[config.mk]
export PLATFORM = sky130hd
export DESIGN_NAME = serial_add_ctrl_flat
export DESIGN_NICKNAME = d
export VERILOG_FILES = /design/src/rtl/serial_add_ctrl_pkg.sv /design/src/rtl/serial_add_ctrl_if.sv /design/src/rtl/serial_add_ctrl_fulladd.sv /design/src/rtl/serial_add_ctrl.sv /design/src/flat_wrapper.sv
export SDC_FILE = /design/constraint.sdc
export NUM_CORES = 1
export LEC_CHECK = 0
export ABC_AREA = 0
export CORE_MARGIN = 2
export CORE_UTILIZATION = 39
export CTS_BUF_LIST = sky130_fd_sc_hd__clkbuf_8
export DETAILED_ROUTE_END_ITERATION = 16
export PLACE_DENSITY = 0.69
export SLEW_MARGIN = 40
export SYNTH_ARGS = -nofsm -noshare
export SYNTH_HDL_FRONTEND = slang
export SYNTH_HIERARCHICAL = 1
export SYNTH_SLANG_ARGS = --single-unit
[constraint.sdc]
create_clock -name clk -period 2.35 [get_ports clk]
set_input_delay 0.705 -clock clk [delete_from_list [all_inputs] [get_ports clk]]
set_output_delay 0.705 -clock clk [all_outputs]
set_load 0.03 [all_outputs]
[src/rtl/serial_add_ctrl_pkg.sv]
// Shared types and constants for the bit-serial adder controller.
package serial_add_ctrl_pkg;

  localparam int unsigned DEF_WIDTH = 8;

  typedef enum logic [1:0] {
    S_IDLE = 2'd0,
    S_RUN  = 2'd1,
    S_DONE = 2'd2
  } state_t;

endpackage

[src/rtl/serial_add_ctrl_if.sv]
// Request/result bundle between a requester and the serial adder.
interface serial_add_ctrl_if
  import serial_add_ctrl_pkg::*;
#(
  parameter int unsigned WIDTH = DEF_WIDTH
);

  logic             start;
  logic [WIDTH-1:0] a;
  logic [WIDTH-1:0] b;
  logic             cin;
  logic             busy;
  logic             done;
  logic [WIDTH-1:0] sum;
  logic             cout;

  modport master (
    output start, a, b, cin,
    input  busy, done, sum, cout
  );

  modport slave (
    input  start, a, b, cin,
    output busy, done, sum, cout
  );

endinterface

[src/rtl/serial_add_ctrl_fulladd.sv]
// Single-bit full adder; the only arithmetic in the serial adder.
module fulladd (
  input  logic a,
  input  logic b,
  input  logic cin,
  output logic sum,
  output logic carry_out
);

  assign sum       = a ^ b ^ cin;
  assign carry_out = (a & b) | (cin & (a ^ b));

endmodule

[src/rtl/serial_add_ctrl.sv]
// Bit-serial WIDTH-bit adder: one full adder stepped LSB first, with a
// carry flop closing the loop between cycles.
module serial_add_ctrl
  import serial_add_ctrl_pkg::*;
#(
  parameter int unsigned WIDTH = DEF_WIDTH
) (
  input logic             clk,
  input logic             rst_n,
  serial_add_ctrl_if.slave bus
);

  localparam int unsigned CW = $clog2(WIDTH) + 1;

  state_t           state_q;
  state_t           state_d;
  logic [WIDTH-1:0] a_sr;
  logic [WIDTH-1:0] b_sr;
  logic [WIDTH-1:0] sum_sr;
  logic [WIDTH-1:0] sum_nx;
  logic             carry_q;
  logic [CW-1:0]    cnt_q;
  logic [WIDTH-1:0] sum_q;
  logic             cout_q;
  logic             load;
  logic             step;
  logic             last;
  logic             fa_sum;
  logic             fa_co;

  fulladd u_fa (
    .a         (a_sr[0]),
    .b         (b_sr[0]),
    .cin       (carry_q),
    .sum       (fa_sum),
    .carry_out (fa_co)
  );

  // The final step's bit must land in the result, so the copy to sum uses
  // the shift register's next value rather than its current one.
  assign sum_nx = {fa_sum, sum_sr[WIDTH-1:1]};

  // State register.
  always_ff @(posedge clk or negedge rst_n) begin
    if (!rst_n) state_q <= S_IDLE;
    else        state_q <= state_d;
  end

  // Next-state and control decode.
  always_comb begin
    state_d = state_q;
    load    = 1'b0;
    step    = 1'b0;
    last    = 1'b0;
    unique case (state_q)
      S_IDLE: begin
        if (bus.start) begin
          load    = 1'b1;
          state_d = S_RUN;
        end
      end
      S_RUN: begin
        step = 1'b1;
        if (cnt_q == CW'(WIDTH - 1)) begin
          last    = 1'b1;
          state_d = S_DONE;
        end
      end
      S_DONE:  state_d = S_IDLE;
      default: state_d = S_IDLE;
    endcase
  end

  // Operand shift registers, carry flop, bit counter and result registers.
  always_ff @(posedge clk or negedge rst_n) begin
    if (!rst_n) begin
      a_sr    <= '0;
      b_sr    <= '0;
      sum_sr  <= '0;
      carry_q <= 1'b0;
      cnt_q   <= '0;
      sum_q   <= '0;
      cout_q  <= 1'b0;
    end else begin
      if (load) begin
        a_sr    <= bus.a;
        b_sr    <= bus.b;
        carry_q <= bus.cin;
        cnt_q   <= '0;
      end else if (step) begin
        a_sr    <= a_sr >> 1;
        b_sr    <= b_sr >> 1;
        sum_sr  <= sum_nx;
        carry_q <= fa_co;
        cnt_q   <= cnt_q + CW'(1);
      end
      if (last) begin
        sum_q  <= sum_nx;
        cout_q <= fa_co;
      end
    end
  end

  assign bus.busy = (state_q == S_RUN);
  assign bus.done = (state_q == S_DONE);
  assign bus.sum  = sum_q;
  assign bus.cout = cout_q;

endmodule

[src/flat_wrapper.sv]
// flat-port wrapper written by rule: the top's interface ports become plain ports
module serial_add_ctrl_flat import serial_add_ctrl_pkg::*;
#(
  parameter int unsigned WIDTH = DEF_WIDTH
)
  (clk, rst_n, bus_start, bus_a, bus_b, bus_cin, bus_busy, bus_done, bus_sum, bus_cout);
  serial_add_ctrl_if #(.WIDTH(WIDTH)) bus_i ();
  input logic clk;
  input logic rst_n;
  input wire logic [$bits(bus_i.start)-1:0] bus_start;
  input wire logic [$bits(bus_i.a)-1:0] bus_a;
  input wire logic [$bits(bus_i.b)-1:0] bus_b;
  input wire logic [$bits(bus_i.cin)-1:0] bus_cin;
  output wire logic [$bits(bus_i.busy)-1:0] bus_busy;
  output wire logic [$bits(bus_i.done)-1:0] bus_done;
  output wire logic [$bits(bus_i.sum)-1:0] bus_sum;
  output wire logic [$bits(bus_i.cout)-1:0] bus_cout;
  assign bus_i.start = bus_start;
  assign bus_i.a = bus_a;
  assign bus_i.b = bus_b;
  assign bus_i.cin = bus_cin;
  assign bus_busy = bus_i.busy;
  assign bus_done = bus_i.done;
  assign bus_sum = bus_i.sum;
  assign bus_cout = bus_i.cout;
  serial_add_ctrl #(.WIDTH(WIDTH)) u_core (.clk(clk), .rst_n(rst_n), .bus(bus_i));
endmodule
## Word level (Yosys, flattened, before mapping)

Index checks and enable logic that the tools add are counted.

- Equal/unequal tests: 5
- Multiplexer cells: 16
- Shift operators: 0
- Order comparisons: 0
- Bitwise logic cells: 6
- Reductions and logical operators: 4
- $add $sub $neg: 1
- Multipliers: 0
- Divide/modulo/power cells: 0

Operators by type and width:

| operator | count |
|---|---|
| 2-to-1 mux 8 bit | 4 |
| 2-to-1 mux 4 bit | 2 |
| 2-to-1 mux 1 bit | 7 |
| adder 4 x 1 -> 4 bit, second input constant | 1 |
| == test 4 x 3 -> 1 bit, second input constant | 1 |
| 2-to-1 mux 2 bit | 2 |
| one-hot mux 2 bit (2 select lines) | 1 |
| AND reduction 2 bit | 2 |
| AND 1 bit | 2 |
| == test 2 x 1 -> 1 bit, second input constant | 1 |
| == test 2 bit, second input constant | 1 |
| zero test 2 bit | 1 |
| != test 2 x 1 -> 1 bit, second input constant | 1 |
| != test 2 bit, second input constant | 1 |
| nonzero test 2 bit | 1 |
| bitwise XOR 1 bit | 2 |
| NOT 1 bit | 1 |
| bitwise OR 1 bit | 1 |

- Memory bits (read-only): 0
- Memory bits (writable): 0
- Memories kept: 0
- Input port bits: 20
- Latch bits: 0
- Word-level logic and storage cells: 40
- Bits in registers: 40

## Depth between registers and ports, before layout

Gate-level depths: netlist of run 1.

- Depth in word-level cells: 5
- Depth in mapped cells: 6
- Mapped depth without buffers: 4

## Modules after synthesis

Netlist of run 1, hierarchy kept.

Modules (own cells, without submodules):

| module | cells each | sequential area each (um2) | instances | area an instance (um2) |
|---|---|---|---|---|
| serial_add_ctrl | 154 | 975.9 | 1 | 1634.1 |
| fulladd | 1 | 0.0 | 1 | 20.0 |

## Worst setup path after synthesis of run 1

No wires, ideal clock.

- Kind: register to output
- Start point: register u_core.state_q[1]
- End point: output port bus_done
- Path buffers: 1
- Arrival: 1.069 ns
- Path slack: 0.576 ns
- Stages on the path, launching flop included: 3
- Required time: 1.645 ns
- Path through: dfrtp_1 -> clkbuf_1 -> nor2b_1

- Word-level cells in the longest chain between the ends: 1

RTL lines:

| element | line | source |
|---|---|---|
| start, declared | serial_add_ctrl.sv:15 | `state_t state_q;` |
| start signal, assigned | serial_add_ctrl.sv:46 | `else state_q <= state_d;` |
| == test 2 bit | serial_add_ctrl.sv:105 | `assign bus.done = (state_q == S_DONE);` |
| end, declared | flat_wrapper.sv:15 | `output wire logic [$bits(bus_i.done)-1:0] bus_done;` |

Every way passes these cells.

## Worst setup path in the final report of run 1

- Start point: register u_core.state_q[0]
- End point: output port bus_done

Same word-level chain as after synthesis.

==> impl_metrics.env, run 1 <==
export IMPL_run_status="complete, no violations"
export IMPL_r2r_end="u_core/bus.sum[2]$_DFFE_PN0P_"
export IMPL_reg2reg_setup_slack_ns=0.46
export IMPL_maxSlewViolCount=0
export IMPL_drt_first_pass_iters=5
export IMPL_core_rowCount=23
export IMPL_yosys_area_share_adder_pct=1.97
export IMPL_async_reset_ff_share_pct=100
export IMPL_worstPathMaxFanout=2
export IMPL_ant_nets=0
export IMPL_grt_total_usage_pct=15.8
export IMPL_syn_to_final_growth_pct=29.0
export IMPL_synth_seq_area_share_pct=59.0
export IMPL_place_ws_ns=0.164
export IMPL_avgSynthCellArea_um2=10.7
export IMPL_complex_gate_fraction_of_the_synthesized_area_pct=16.2
export IMPL_critPathRequiredTime_ns=1.64
export IMPL_yosysUniqueCellTypes=21
export IMPL_cts_buffers=5
export IMPL_grt_max_degree=40
export IMPL_routed_wirelength_mm=3.54
export IMPL_setup_viol_count_final=0
export IMPL_share_of_cells_above_drive_strength_1_pct=13.6
export IMPL_critPathCaptureType="primary output"
export IMPL_port_buffer_count=30
export IMPL_wl_per_cell_um=14.7
export IMPL_synth_net_count=177
export IMPL_number_of_vias_after_detailed_routing=1287
export IMPL_tritoncts="yes"
export IMPL_simple_gate_share_of_the_synthesized_area_pct=13.9
export IMPL_synth_top_family_by_area="compound AO/OA/AOI/OAI gates"
export IMPL_io_pins=31
export IMPL_root_buffer="sky130_fd_sc_hd__clkbuf_8"
export IMPL_global_route_wire_length_before_repair_mm=6.00
export IMPL_worst_hold_path_type="in -> async"
export IMPL_power_static_leakage_nw=0.942
export IMPL_crit_path_max_incr_delay_ns=0.69
export IMPL_clkTransAtPathRegs_ns=0.07
export IMPL_final_period_utilization_pct=94.1
export IMPL_dp_hpwl_mm=2.39
export IMPL_antenna_cells=0
export IMPL_critPathArrivalTime_ns=1.51
export IMPL_timing_setup_tns_ns=0
export IMPL_cpMaxStageDelayCell="sky130_fd_sc_hd__clkdlybuf4s50_1"
export IMPL_critPathTopFamily="buffers and inverters"
export IMPL_post_synth_xor_area_fraction_pct=0
export IMPL_synthesis_area_mm2=0.00165
export IMPL_starting_density_of_the_core_pct=41.1
export IMPL_rsz0062_at_grt="false"
export IMPL_detail_route_drc_violations=0
export IMPL_clkLatencyLatePin_ns=0.29
export IMPL_die_area_mm2=0.00478
export IMPL_cap_viol_max_count=0
export IMPL_yosys_warnings=6
export IMPL_layout_commonest_cell="sky130_fd_sc_hd__dfrtp_1"
export IMPL_worst_r2r_path_depth=4
export IMPL_cts_htree_levels=2
export IMPL_number_of_antenna_violations_at_the_first_check_in_global_routing=0
export IMPL_max_vdd_ir_drop_uv=406
export IMPL_drt_vias_per_instance=5.34
export IMPL_congestion_overflow_gr=0
export IMPL_final_nets=212
export IMPL_floorplan_die_width_um=69.1
export IMPL_max_slew_margin_rel_pct=67.0
export IMPL_max_clock_freq_mhz=452
export IMPL_ys_seq_elements=39
export IMPL_cts_sinks=39
export IMPL_final_setup_worst_slack_ns=0.140
export IMPL_detailedRoute_firstIterationViolations=52
export IMPL_critical_path_buffer_and_inverter_count=1
export IMPL_regToRegStartpoint="u_core/state_q[1]$_DFFE_PN0P_"
export IMPL_worstPathCellList="nor2b_1 -> clkdlybuf4s50_1"
export IMPL_cts_setup_buffers=0
export IMPL_post_route_min_period_ns=2.21
export IMPL_chipHeight_um=69.1
export IMPL_grt_pass1_vias=1293
export IMPL_critPathKind="reg -> out"
export IMPL_cts_max_path_buffers=2
export IMPL_number_of_enable_type_register_cells_in_the_synthesized_netlist=0
export IMPL_place_gp_congestion=0.740
export IMPL_final_cell_mix="sky130_fd_sc_hd__dfrtp_1 (39), sky130_fd_sc_hd__nand2_1 (38), sky130_fd_sc_hd__clkdlybuf4s50_1 (28)"
export IMPL_timing_hold_violations_final=0
export IMPL_floorplan_core_area_mm2=0.00403
export IMPL_synthCells=155
export IMPL_post_synth_mux_area_share_pct=6.13
export IMPL_filler_cell_count=374
export IMPL_worst_slew_pin_transition_ns=0.494
export IMPL_pwr_density_cell_mw_per_mm2=1270
export IMPL_cp_start_kind="flip-flop"
export IMPL_dominantRegCellSynth="sky130_fd_sc_hd__dfrtp_1"
export IMPL_final_setup_skew_ns=0.00449
## sequential cells by signal, summed over array words and instances (netlist names)
signal and cells:
u_core/sum_sr 7, u_core/state_q 2, u_core/bus.sum 8, u_core/b_sr 8, u_core/bus.cout 1, u_core/carry_q 1
u_core/a_sr 8, u_core/cnt_q 4
## per-layer routing
layer / wire length (µm) / global-route usage [%] / up-vias
met4: 59 / 7.84 / 0
met2: 1760 / 25.7 / 48
met1: 1510 / 19.2 / 631
met3: 216 / 4.39 / 4
li1: - / - / 604
met5: 0 / 0 / -
## report_power, final
group          switching [mW]  total (mW)  internal [mW]  leakage (nW)
Combinational           0.622        1.10          0.477         0.381
Clock                   0.227       0.491          0.264        0.0557
Sequential              0.182        1.12          0.943         0.506
Total                    1.03        2.71           1.68         0.942
## logic make-up after synthesis
group,count (synthesis)
simple gates,51
compound gates,43
flops,39
buf+inv,11
mux,9
fa+ha+maj,2
## metrics by stage
step                utilization [%]  instances  area, µm²  hold WS (ns)  total power, mW
floorplan                         -        155       1650         0.409             1.84
global placement               50.4        233       2030         0.466             2.19
detailed placement             50.4        233       2030         0.474             2.24
CTS                            52.9        241       2130         0.375             2.74
global route                   53.0        241       2130         0.379             2.90
finish                         53.0        241       2130         0.371             2.71
## worst max-delay path by stage
| stage | from | end | slack (ns) | cells past startpoint |
|---|---|---|---|---|
| 2_1_floorplan | u_core/state_q[1]$_DFFE_PN0P_ | bus_done | 0.58 | 2 |
| 3_3_place_gp | bus_start | u_core/a_sr[0]$_DFFE_PN0P_ | 0.24 | 4 |
| 3_5_place_dp | bus_start | u_core/carry_q$_DFFE_PN0P_ | 0.16 | 4 |
| 4_1_cts | u_core/state_q[1]$_DFFE_PN0P_ | bus_busy | 0.06 | 4 |
| 5_1_grt | u_core/state_q[1]$_DFFE_PN0P_ | bus_busy | 0.10 | 4 |
| 6_report | u_core/state_q[0]$_DFFE_PN0P_ | bus_done | 0.14 | 2 |
## synth_stat cells (2+ instances only)
| library cell | n | area [µm²] |
|---|---|---|
| sky130_fd_sc_hd__inv_1 | 3 | 11.3 |
| sky130_fd_sc_hd__a22oi_1 | 15 | 113 |
| sky130_fd_sc_hd__a21oi_1 | 6 | 30.0 |
| sky130_fd_sc_hd__mux2_2 | 9 | 101 |
| sky130_fd_sc_hd__dfrtp_1 | 39 | 976 |
| sky130_fd_sc_hd__buf_2 | 4 | 20.0 |
| sky130_fd_sc_hd__nand2_1 | 38 | 143 |
| sky130_fd_sc_hd__clkbuf_1 | 4 | 15.0 |
| sky130_fd_sc_hd__o21ai_0 | 18 | 90.1 |
| sky130_fd_sc_hd__nor2b_1 | 7 | 43.8 |
| sky130_fd_sc_hd__nand3_1 | 2 | 10.0 |
## what timing repair did
action,CTS,global route
hold buffers,0,0
gates resized for setup,0,1
endpoints found under the hold margin,0,0
endpoints found under the setup margin,0,1
## final cells by class
type | instances | area, µm² | share of cell area [%]
clock inverters | 1 | 3.75 | 0.176
inverters | 3 | 11.3 | 0.528
flip-flops and latches | 39 | 976 | 45.7
clock buffers | 7 | 96.3 | 4.51
multi-input cells | 105 | 634 | 29.7
well taps | 50 | 62.6 | 2.93
repair buffers | 36 | 350 | 16.4
No activity file was read; power rests on OpenSTA's default activity.
==> run 2, diff against run 1 <==
--- a/config.mk
+++ b/config.mk
@@ -9,6 +9,7 @@
 export CORE_MARGIN = 2
 export CORE_UTILIZATION = 39
 export CTS_BUF_LIST = sky130_fd_sc_hd__clkbuf_8
+export CTS_CLUSTER_DIAMETER = 100
 export DETAILED_ROUTE_END_ITERATION = 16
 export PLACE_DENSITY = 0.69
 export SLEW_MARGIN = 40
@@ -16,3 +17,4 @@
 export SYNTH_HDL_FRONTEND = slang
 export SYNTH_HIERARCHICAL = 1
 export SYNTH_SLANG_ARGS = --single-unit
+export TNS_END_PERCENT = 10
==> results of run 2 <==
Same layout as run 1: the final DEF is identical, and so are final timing and power.
==> run 3, diff against run 2 <==
--- a/config.mk
+++ b/config.mk
@@ -11,8 +11,9 @@
 export CTS_BUF_LIST = sky130_fd_sc_hd__clkbuf_8
 export CTS_CLUSTER_DIAMETER = 100
 export DETAILED_ROUTE_END_ITERATION = 16
+export GPL_TIMING_DRIVEN = 0
 export PLACE_DENSITY = 0.69
-export SLEW_MARGIN = 40
+export SLEW_MARGIN = 20
 export SYNTH_ARGS = -nofsm -noshare
 export SYNTH_HDL_FRONTEND = slang
 export SYNTH_HIERARCHICAL = 1
==> run 3 against run 2 <==
Clock skew is essentially flat. Non-clock buffer count grew 3. Routed wire length shrank 4.1%. Utilization grew 0.093 points. Critical path depth grew 3. Via count grew 0.39%. Hold slack lost 0.077 ns. First-iteration DRC count grew 81%. Clock power shrank 3%. Critical path type unchanged. Largest power group unchanged.
==> impl_metrics.env, run 3 (same netlist as run 1, synthesis figures left out) <==
export IMPL_io_pins=31
export IMPL_global_route_wire_length_before_repair_mm=6.17
export IMPL_drt_first_pass_iters=4
export IMPL_cap_viol_max_count=0
export IMPL_cts_sinks=39
export IMPL_critPathTopFamily="buffers and inverters"
export IMPL_core_rowCount=23
export IMPL_grt_max_degree=29
export IMPL_clkTransAtPathRegs_ns=0.07
export IMPL_tritoncts="yes"
export IMPL_worstPathMaxFanout=10
export IMPL_cts_max_path_buffers=2
export IMPL_final_nets=215
export IMPL_place_gp_congestion=0.734
export IMPL_cp_start_kind="flip-flop"
export IMPL_clkLatencyLatePin_ns=0.28
export IMPL_layout_commonest_cell="sky130_fd_sc_hd__dfrtp_1"
export IMPL_final_cell_mix="sky130_fd_sc_hd__dfrtp_1 (39), sky130_fd_sc_hd__nand2_1 (38), sky130_fd_sc_hd__clkdlybuf4s50_1 (27)"
export IMPL_number_of_antenna_violations_at_the_first_check_in_global_routing=0
export IMPL_power_static_leakage_nw=0.952
export IMPL_rsz0062_at_grt="false"
export IMPL_cts_buffers=5
export IMPL_grt_total_usage_pct=16.0
export IMPL_detail_route_drc_violations=0
export IMPL_dp_hpwl_mm=2.55
export IMPL_path_common_cell="sky130_fd_sc_hd__clkbuf_4"
export IMPL_cts_setup_buffers=0
export IMPL_pwr_density_cell_mw_per_mm2=1270
export IMPL_maxSlewViolCount=0
export IMPL_ant_nets=0
export IMPL_port_buffer_count=30
export IMPL_cts_htree_levels=2
export IMPL_chipHeight_um=69.1
export IMPL_finalHoldWorstSlack_ns=0.294
export IMPL_starting_density_of_the_core_pct=41.1
export IMPL_placement_cell_area_mm2=0.00203
export IMPL_crit_path_max_incr_delay_ns=0.39
export IMPL_routed_wirelength_mm=3.40
export IMPL_critical_path_buffer_and_inverter_count=4
export IMPL_max_slew_margin_rel_pct=58.0
export IMPL_root_buffer="sky130_fd_sc_hd__clkbuf_8"
export IMPL_wl_per_cell_um=13.9
export IMPL_cts_resized_gates=5
export IMPL_timing_hold_violations_final=0
export IMPL_drt_vias_per_instance=5.30
export IMPL_cell_area_after_layout_mm2=0.00214
export IMPL_filler_cell_count=361
export IMPL_setup_viol_count_final=0
export IMPL_syn_to_final_growth_pct=29.3
export IMPL_critPathRequiredTime_ns=1.64
export IMPL_antenna_cells=0
export IMPL_final_period_utilization_pct=95.0
export IMPL_grt_pass1_vias=1376
export IMPL_critPathArrivalTime_ns=1.53
export IMPL_worst_slew_pin_transition_ns=0.629
export IMPL_share_of_cells_above_drive_strength_1_pct=12.9
export IMPL_critPathCaptureType="primary output"
export IMPL_max_clock_freq_mhz=448
export IMPL_final_setup_skew_ns=0.00444
export IMPL_die_area_mm2=0.00478
export IMPL_critPathKind="reg -> out"
export IMPL_worst_hold_path_type="in -> async"
export IMPL_post_route_min_period_ns=2.23
export IMPL_max_vdd_ir_drop_uv=471
export IMPL_floorplan_die_width_um=69.1
export IMPL_congestion_overflow_gr=0
export IMPL_floorplan_core_area_mm2=0.00403
export IMPL_run_status="complete, no violations"
export IMPL_number_of_vias_after_detailed_routing=1292
export IMPL_detailedRoute_firstIterationViolations=94
export IMPL_worstPathCellList="nand2b_1 -> clkbuf_4 -> inv_1 -> buf_6 -> clkbuf_4"
export IMPL_cpMaxStageDelayCell="sky130_fd_sc_hd__dfrtp_1"
export IMPL_cts_hold_buffers=0
run 3: layer usage:
layer / global-route usage [%] / up-vias / share of wire (%)
li1: - / 615 / -
met1: 19.0 / 635 / 42
met2: 28.0 / 37 / 52
met3: 4.09 / 5 / 4.8
met4: 5.23 / 0 / 1.3
met5: 0 / - / 0
run 3: worst reg2reg max path, delay by kind of cell (launching register included):
family	cells	cell delay, ns
mux	1	0.40
fa+ha+maj	1	0.20
flops	1	0.40
simple gates	2	0.54
run 3: worst paths after layout:
check / startpoint / endpoint / slack [ns] / depth (start not counted)
max: u_core/state_q[1]$_DFFE_PN0P_ / bus_busy / 0.12 / 5
min: rst_n / u_core/bus.sum[2]$_DFFE_PN0P_ / 0.29 / 1
min reg2reg: u_core/sum_sr[1]$_DFFE_PN0P_ / u_core/sum_sr[1]$_DFFE_PN0P_ / 0.48 / 2
min in group clk: u_core/sum_sr[1]$_DFFE_PN0P_ / u_core/sum_sr[1]$_DFFE_PN0P_ / 0.48 / 2
max in group asynchronous: rst_n / u_core/bus.cout$_DFFE_PN0P_ / 1.62 / 2
max reg2reg: u_core/cnt_q[0]$_DFFE_PN0P_ / u_core/bus.sum[4]$_DFFE_PN0P_ / 0.69 / 4
run 3: stage by stage:
stage	total power, mW	utilization (%)	setup TNS, ns	worst slack [ns]	std cells
5_1_grt	2.93	53.1	0	0.0311	244
3_5_place_dp	2.25	50.4	-0.247	-0.157	236
2_1_floorplan	1.84	-	0	0.576	155
3_3_place_gp	2.18	50.1	-12.44	-0.311	235
4_1_cts	2.73	53.0	-0.0935	-0.0935	244
6_report	2.71	53.1	0	0.116	244
run 3: power breakdown:
group / switching, mW / total, mW / internal, mW
clock: 0.212 / 0.475 / 0.263
combinational: 0.622 / 1.10 / 0.481
sequential: 0.190 / 1.13 / 0.944
total: 1.02 / 2.71 / 1.69
run 3: final cells by class:
| cell class | count | area (µm²) | share of cell area, % |
|---|---|---|---|
| inverters | 3 | 11.3 | 0.527 |
| flip-flops and latches | 39 | 976 | 45.6 |
| repair buffers | 31 | 312 | 14.6 |
| clock buffers | 7 | 96.3 | 4.51 |
| clock inverters | 1 | 3.75 | 0.176 |
| multi-input cells | 105 | 632 | 29.5 |
| well taps | 50 | 62.6 | 2.93 |
| plain buffers | 8 | 45.0 | 2.11 |
